### src/rtl/clock_enable_gen_if.sv
// ---------------------------------------------------------------------------
// clock_enable_gen_if
//   Bundles the control inputs and the per-channel timing outputs of
//   clock_enable_gen. The clock and reset stay as plain module ports.
//
//   enable_i   [NUM_CH]            per-channel run request (level)
//   div_i      [NUM_CH*DIV_WIDTH]  per-channel period in clocks, ch0 in LSBs
//   sync_i     [1]                 restart all running channels at phase 0
//   strobe_o   [NUM_CH]            1-cycle pulse at the start of each period
//   clock_o    [NUM_CH]            divided square wave (used as an enable)
//   running_o  [NUM_CH]            channel is running or draining
//
//   master : the block that drives the controls (system / testbench)
//   slave  : the generator itself
// ---------------------------------------------------------------------------
interface clock_enable_gen_if #(
  parameter int NUM_CH    = 2,
  parameter int DIV_WIDTH = 8
);
  logic [NUM_CH-1:0]           enable_i;
  logic [NUM_CH*DIV_WIDTH-1:0] div_i;
  logic                        sync_i;
  logic [NUM_CH-1:0]           strobe_o;
  logic [NUM_CH-1:0]           clock_o;
  logic [NUM_CH-1:0]           running_o;

  modport master (
    output enable_i, div_i, sync_i,
    input  strobe_o, clock_o, running_o
  );

  modport slave (
    input  enable_i, div_i, sync_i,
    output strobe_o, clock_o, running_o
  );
endinterface

### src/rtl/clock_enable_gen.sv
// ---------------------------------------------------------------------------
// clock_enable_gen
//   Multi-channel clock-enable generator. Each channel produces a one-cycle
//   strobe at the start of every period and a divided square wave, with a
//   runtime period, glitch-free start/stop and a shared phase-sync input.
//   All outputs are registered; nothing here is meant to be used as a clock.
//
//   clock_i    in   fabric clock, all logic on posedge
//   reset_i    in   synchronous active-high reset, overrides everything
//   bus        slave modport of clock_enable_gen_if
//                (enable_i, div_i, sync_i in; strobe_o, clock_o, running_o out)
//
//   Channel life cycle: IDLE -> RUN on enable, RUN -> DRAIN when enable
//   drops, DRAIN finishes the current period and then returns to IDLE, or
//   goes back to RUN seamlessly if enable returns first.
// ---------------------------------------------------------------------------
module clock_enable_gen #(
  parameter int NUM_CH    = 2,
  parameter int DIV_WIDTH = 8
) (
  input  logic              clock_i,
  input  logic              reset_i,
  clock_enable_gen_if.slave bus
);

  typedef enum logic [1:0] {
    ST_IDLE  = 2'd0,
    ST_RUN   = 2'd1,
    ST_DRAIN = 2'd2
  } state_t;

  localparam logic [DIV_WIDTH-1:0] MIN_PERIOD = DIV_WIDTH'(2);
  localparam logic [DIV_WIDTH-1:0] ONE        = DIV_WIDTH'(1);
  localparam logic [DIV_WIDTH-1:0] ZERO       = '0;

  logic [NUM_CH-1:0] w_strobe;
  logic [NUM_CH-1:0] w_clock;
  logic [NUM_CH-1:0] w_running;

  generate
    for (genvar gi = 0; gi < NUM_CH; gi++) begin : g_ch
      state_t               r_state;
      logic [DIV_WIDTH-1:0] r_cnt;
      logic [DIV_WIDTH-1:0] r_period;
      logic                 r_strobe;
      logic                 r_clock;
      logic                 r_running;

      logic [DIV_WIDTH-1:0] w_div;
      logic [DIV_WIDTH-1:0] w_div_eff;
      logic                 w_at_wrap;
      logic                 w_en;
      state_t               w_state_next;
      logic [DIV_WIDTH-1:0] w_cnt_next;
      logic [DIV_WIDTH-1:0] w_period_next;

      assign w_div     = bus.div_i[gi*DIV_WIDTH +: DIV_WIDTH];
      // Periods below 2 cannot produce both a high and a low phase.
      assign w_div_eff = (w_div < MIN_PERIOD) ? MIN_PERIOD : w_div;
      assign w_at_wrap = (r_cnt == r_period - ONE);
      assign w_en      = bus.enable_i[gi];

      // Next-state / next-count decode. The period register only reloads
      // when a new period begins, so div_i changes never bend the current one.
      always_comb begin
        w_state_next  = r_state;
        w_cnt_next    = r_cnt;
        w_period_next = r_period;
        case (r_state)
          ST_IDLE: begin
            if (w_en) begin
              w_state_next  = ST_RUN;
              w_cnt_next    = ZERO;
              w_period_next = w_div_eff;
            end
          end
          ST_RUN: begin
            if (w_en) begin
              // A sync landing on a wrap edge is indistinguishable from the wrap.
              if (bus.sync_i || w_at_wrap) begin
                w_cnt_next    = ZERO;
                w_period_next = w_div_eff;
              end else begin
                w_cnt_next = r_cnt + ONE;
              end
            end else if (w_at_wrap) begin
              // Enable dropped exactly at the period boundary: nothing is
              // left to finish, so stop here.
              w_state_next = ST_IDLE;
              w_cnt_next   = ZERO;
            end else begin
              // Channel is on its way out; sync no longer restarts it.
              w_state_next = ST_DRAIN;
              w_cnt_next   = r_cnt + ONE;
            end
          end
          ST_DRAIN: begin
            if (w_at_wrap) begin
              if (w_en) begin
                w_state_next  = ST_RUN;
                w_cnt_next    = ZERO;
                w_period_next = w_div_eff;
              end else begin
                w_state_next = ST_IDLE;
                w_cnt_next   = ZERO;
              end
            end else begin
              // Re-enable keeps the running count: no gap, no phase jump.
              w_state_next = w_en ? ST_RUN : ST_DRAIN;
              w_cnt_next   = r_cnt + ONE;
            end
          end
          default: begin
            w_state_next = ST_IDLE;
            w_cnt_next   = ZERO;
          end
        endcase
      end

      // Outputs are decoded from the next count so they line up with the
      // registered state (start strobe visible one clock after enable).
      always_ff @(posedge clock_i) begin
        if (reset_i) begin
          r_state   <= ST_IDLE;
          r_cnt     <= ZERO;
          r_period  <= MIN_PERIOD;
          r_strobe  <= 1'b0;
          r_clock   <= 1'b0;
          r_running <= 1'b0;
        end else begin
          r_state   <= w_state_next;
          r_cnt     <= w_cnt_next;
          r_period  <= w_period_next;
          r_running <= (w_state_next != ST_IDLE);
          r_strobe  <= (w_state_next != ST_IDLE) && (w_cnt_next == ZERO);
          // High phase is N>>1 clocks, so for odd N it is the shorter one.
          r_clock   <= (w_state_next != ST_IDLE) && (w_cnt_next < (w_period_next >> 1));
        end
      end

      assign w_strobe[gi]  = r_strobe;
      assign w_clock[gi]   = r_clock;
      assign w_running[gi] = r_running;
    end
  endgenerate

  assign bus.strobe_o  = w_strobe;
  assign bus.clock_o   = w_clock;
  assign bus.running_o = w_running;

endmodule
### src/flat_wrapper.sv
// flat-port wrapper written by rule: the top's interface ports become plain ports
module clock_enable_gen_flat 
#(
  parameter int NUM_CH    = 2,
  parameter int DIV_WIDTH = 8
)
  (clock_i, reset_i, bus_enable_i, bus_div_i, bus_sync_i, bus_strobe_o, bus_clock_o, bus_running_o);
  clock_enable_gen_if #(.NUM_CH(NUM_CH), .DIV_WIDTH(DIV_WIDTH)) bus_i ();
  input  logic clock_i;
  input  logic reset_i;
  input wire logic [$bits(bus_i.enable_i)-1:0] bus_enable_i;
  input wire logic [$bits(bus_i.div_i)-1:0] bus_div_i;
  input wire logic [$bits(bus_i.sync_i)-1:0] bus_sync_i;
  output wire logic [$bits(bus_i.strobe_o)-1:0] bus_strobe_o;
  output wire logic [$bits(bus_i.clock_o)-1:0] bus_clock_o;
  output wire logic [$bits(bus_i.running_o)-1:0] bus_running_o;
  assign bus_i.enable_i = bus_enable_i;
  assign bus_i.div_i = bus_div_i;
  assign bus_i.sync_i = bus_sync_i;
  assign bus_strobe_o = bus_i.strobe_o;
  assign bus_clock_o = bus_i.clock_o;
  assign bus_running_o = bus_i.running_o;
  clock_enable_gen #(.NUM_CH(NUM_CH), .DIV_WIDTH(DIV_WIDTH)) u_core (.clock_i(clock_i), .reset_i(reset_i), .bus(bus_i));
endmodule
### config.mk
export PLATFORM = sky130hd
export DESIGN_NAME = clock_enable_gen_flat
export DESIGN_NICKNAME = d
export VERILOG_FILES = /design/src/rtl/clock_enable_gen_if.sv /design/src/rtl/clock_enable_gen.sv /design/src/flat_wrapper.sv
export SDC_FILE = /design/constraint.sdc
export NUM_CORES = 1
export LEC_CHECK = 0
export CAP_MARGIN = 20
export CORE_MARGIN = 2
export CORE_UTILIZATION = 54
export CTS_BUF_LIST = sky130_fd_sc_hd__clkbuf_4
export DETAILED_ROUTE_END_ITERATION = 6
export PLACE_DENSITY = 0.85
export REMOVE_ABC_BUFFERS = 1
export SYNTH_ARGS = -nofsm -noshare
export SYNTH_HDL_FRONTEND = slang
export SYNTH_SLANG_ARGS = --single-unit
### constraint.sdc
create_clock -name clock_i -period 4.7 [get_ports clock_i]
set_input_delay 0.94 -clock clock_i [delete_from_list [all_inputs] [get_ports clock_i]]
set_output_delay 0.94 -clock clock_i [all_outputs]
set_load 0.005 [all_outputs]
==> flow_summary.yaml <==
route:
  route.detailed.drc: 0
  dr.pass1.iters: 4
  vias_per_cell: 5.781
  drt_iter0_markers: 139
  final_antenna_net_count: 0
  finalWirelength_um: 6126
  route.vias.total: 2457
  wire_per_inst_um: 14.41
power:
  vdd_drop_max_mv: 0.1692
  cellPowerDensity_nw_per_um2: 234.8
  p_leak_uw: 0.001331
  power_uw: 729.7
placed_design:
  placed_cells: 419
  hpwl_um: 4799
  port_buffers: 26
  placed_cell_area_um2: 3067
  gp_congestion: 0.8746
die:
  ioPinCount: 27
  start_util_pct: 55.28
  coreArea_um2: 5075
  die_area_um2: 5787
  dieHeight_um: 76.08
  rows: 26
  fp.dieW_um: 76.08
yosys:
  syn_area_um2: 2805
  async_flop_share_pct: 0
  synth_edf_count: 0
  synth_fa_ha_area_share_pct: 7.136
  synth-main-ff-cell: "dfxtp_1"
  synth_area_leaders: "dfxtp_1 30%, ha_1 7.1%, mux2i_1 5.7%, nor2_1 5.4%, xnor2_1 4.1%"
  synth_compound_area_share_pct: 20.70
  synth_cells: 340
  synth_xor_area_share_pct: 6.557
  syn_avg_cell_area_um2: 8.251
  yosys.area_share.simple_pct: 23.77
  synth_top_family_by_area: "simple AND/OR/NAND/NOR gates"
  ys_types: 62
  yosys.area.top_type: "dfxtp_1"
  synth_top_area_share_pct: 29.97
  synthMuxAreaShare_pct: 5.709
  ys_ff_latch: 42
  yosys_warnings: 0
  seq_area_frac_synth_pct: 29.97
sta:
  rsz0062_at_grt: "no"
  tns_ns: 0
  hold_violations: 0
  drv_slew: 0
  tightest_slew_ns: 0.6004
  finalCriticalPeriod_ns: 3.721
  fmax_mhz: 268.8
  period_share_pct: 79.16
  skew_ns: 0.01575
  slew_headroom_pct: 58.94
  finalSetupViolations: 0
job:
  maxCapViolations: 0
critical_path:
  cp-start-kind: "register"
  required_ns: 4.99
  crit_path_frequent_cell: "or4_4"
  crit_slowest_cell: "or4_4"
  crit_arrival_ns: 4.01
  end_kind: "register"
  worstSetupPathType: "register to register"
  worstPathMaxFanout: 14
  crit_buf_inv: 1
  reg2reg_from: "u_core.g_ch[1].r_period[0]"
  critical_path.top_delay_family: "simple AND/OR/NAND/NOR gates"
  path_cells: "or4_4, or4_4, a2111oi_4, o2111ai_2, nand2_2, o21ai_1, a21oi_2, inv_1, ha_1, a21o_1, a211oi_1, o21ai_0, nor3_1"
  max_stage_delay_ns: 0.56
  critPathLaunch: "u_core.g_ch[1].r_period[0]"
clock_tree:
  cts_buffer_depth: 2
  clkTransAtPathRegs_ns: 0.12
  cts_hold_buf: 0
  cts_setup_buffers: 0
  numCtsBuffers: 5
  cts-root-buf: "clkbuf_4"
  clk_latency_ns: 0.35
  htreeDepth: 2
  cts_tree: "done"
  cts.sinks: 42
  post_cts_resized: 0
layout:
  fin_cells: 425
  layout_common_cells: "42 x dfxtp_1, 40 x nor2_1, 26 x clkdlybuf4s50_1"
  nets: 393
  num_antenna_cells: 0
  final_common_cell: "dfxtp_1"
  fin_util_pct: 61.24
  area_growth_pct: 10.79
  drive_gt1_share_pct: 6.761
  fin_area_um2: 3108
  n_fill_cell: 454
grt:
  grt_pass1_wl_um: 10470
  grt_max_degree: 33
  grt.total_usage_pct: 21.96
  grt_pass1_vias: 2311
  grt-ovfl-total: 0
  antenna_found_initial: 0
status:
  outcome: "finished clean"
worst_hold_path:
  hp-class: "register to register"
  hp-start: "u_core.g_ch[0].r_cnt[7]"
-- tightest hold or removal path, cell delays in order, from the launching register on --
cell and delay, ns:
dfxtp_1 0.36, nand2_1 0.07, a211oi_1 0.07
-- power breakdown --
group | total, uW | internal [uW] | switching, uW
clock network | 162 | 51.3 | 111
registers | 394 | 374 | 20.8
logic | 173 | 85.0 | 88.5
-- synth_stat cells (9+ instances only) --
master,n
o21ai_0,11
inv_1,19
nor3_1,10
xnor2_1,13
nor2_1,40
dfxtp_1,42
a21oi_1,18
nand2_1,19
ha_1,16
mux2i_1,16
nand3_1,9
clkbuf_1,12
-- per-layer routing --
| metal | vias to the layer above | part of all wire, % | track usage, % |
|---|---|---|---|
| met5 | - | 0 | 0 |
| met4 | 0 | 1.6 | 7.818 |
| met3 | 11 | 3.5 | 4.028 |
| met2 | 52 | 50 | 39.55 |
| met1 | 1142 | 45 | 26.13 |
| li1 | 1252 | - | - |
-- kinds of logic after synthesis --
family / after synthesis
fa+ha+maj: 16
flops: 42
simple gates: 128
xor+xnor: 21
compound gates: 79
mux: 16
buf+inv: 38
-- layout make-up --
class | count | area [um2] | share of cell area (%)
multi-input combinational | 260 | 1792 | 57.65
inverter | 19 | 71.32 | 2.295
clock buffer | 5 | 37.54 | 1.208
tap | 70 | 87.58 | 2.818
timing repair buffer | 28 | 275.3 | 8.857
clock inverter | 1 | 3.754 | 0.1208
sequential | 42 | 840.8 | 27.05
-- registers in the layout, indices dropped and copies added (netlist names) --
name                   cells
u_core.g_ch.r_cnt         16
u_core.g_ch.r_period      16
u_core.g_ch.r_state        4
u_core.g_ch.r_clock        2
u_core.g_ch.r_running      2
u_core.g_ch.r_strobe       2
-- metrics by stage --
stage / setup WS [ns] / hold slack (ns)
after floorplan: 1.276 / 0.4717
after global placement: 1.103 / 0.5060
after detailed placement: 0.9950 / 0.5171
after CTS: 0.9904 / 0.5344
after global routing: 0.7693 / 0.5665
final: 0.9793 / 0.5336
-- path summary, 6_finish.rpt --
path	slack, ns	cells past startpoint	endpoint
max	0.98	13	u_core.g_ch[1].r_clock
min	0.53	2	u_core.g_ch[0].r_cnt[7]
max reg2reg	0.98	13	u_core.g_ch[1].r_clock
min reg2reg	0.53	2	u_core.g_ch[0].r_cnt[7]
(Power assumes the default switching activity.)
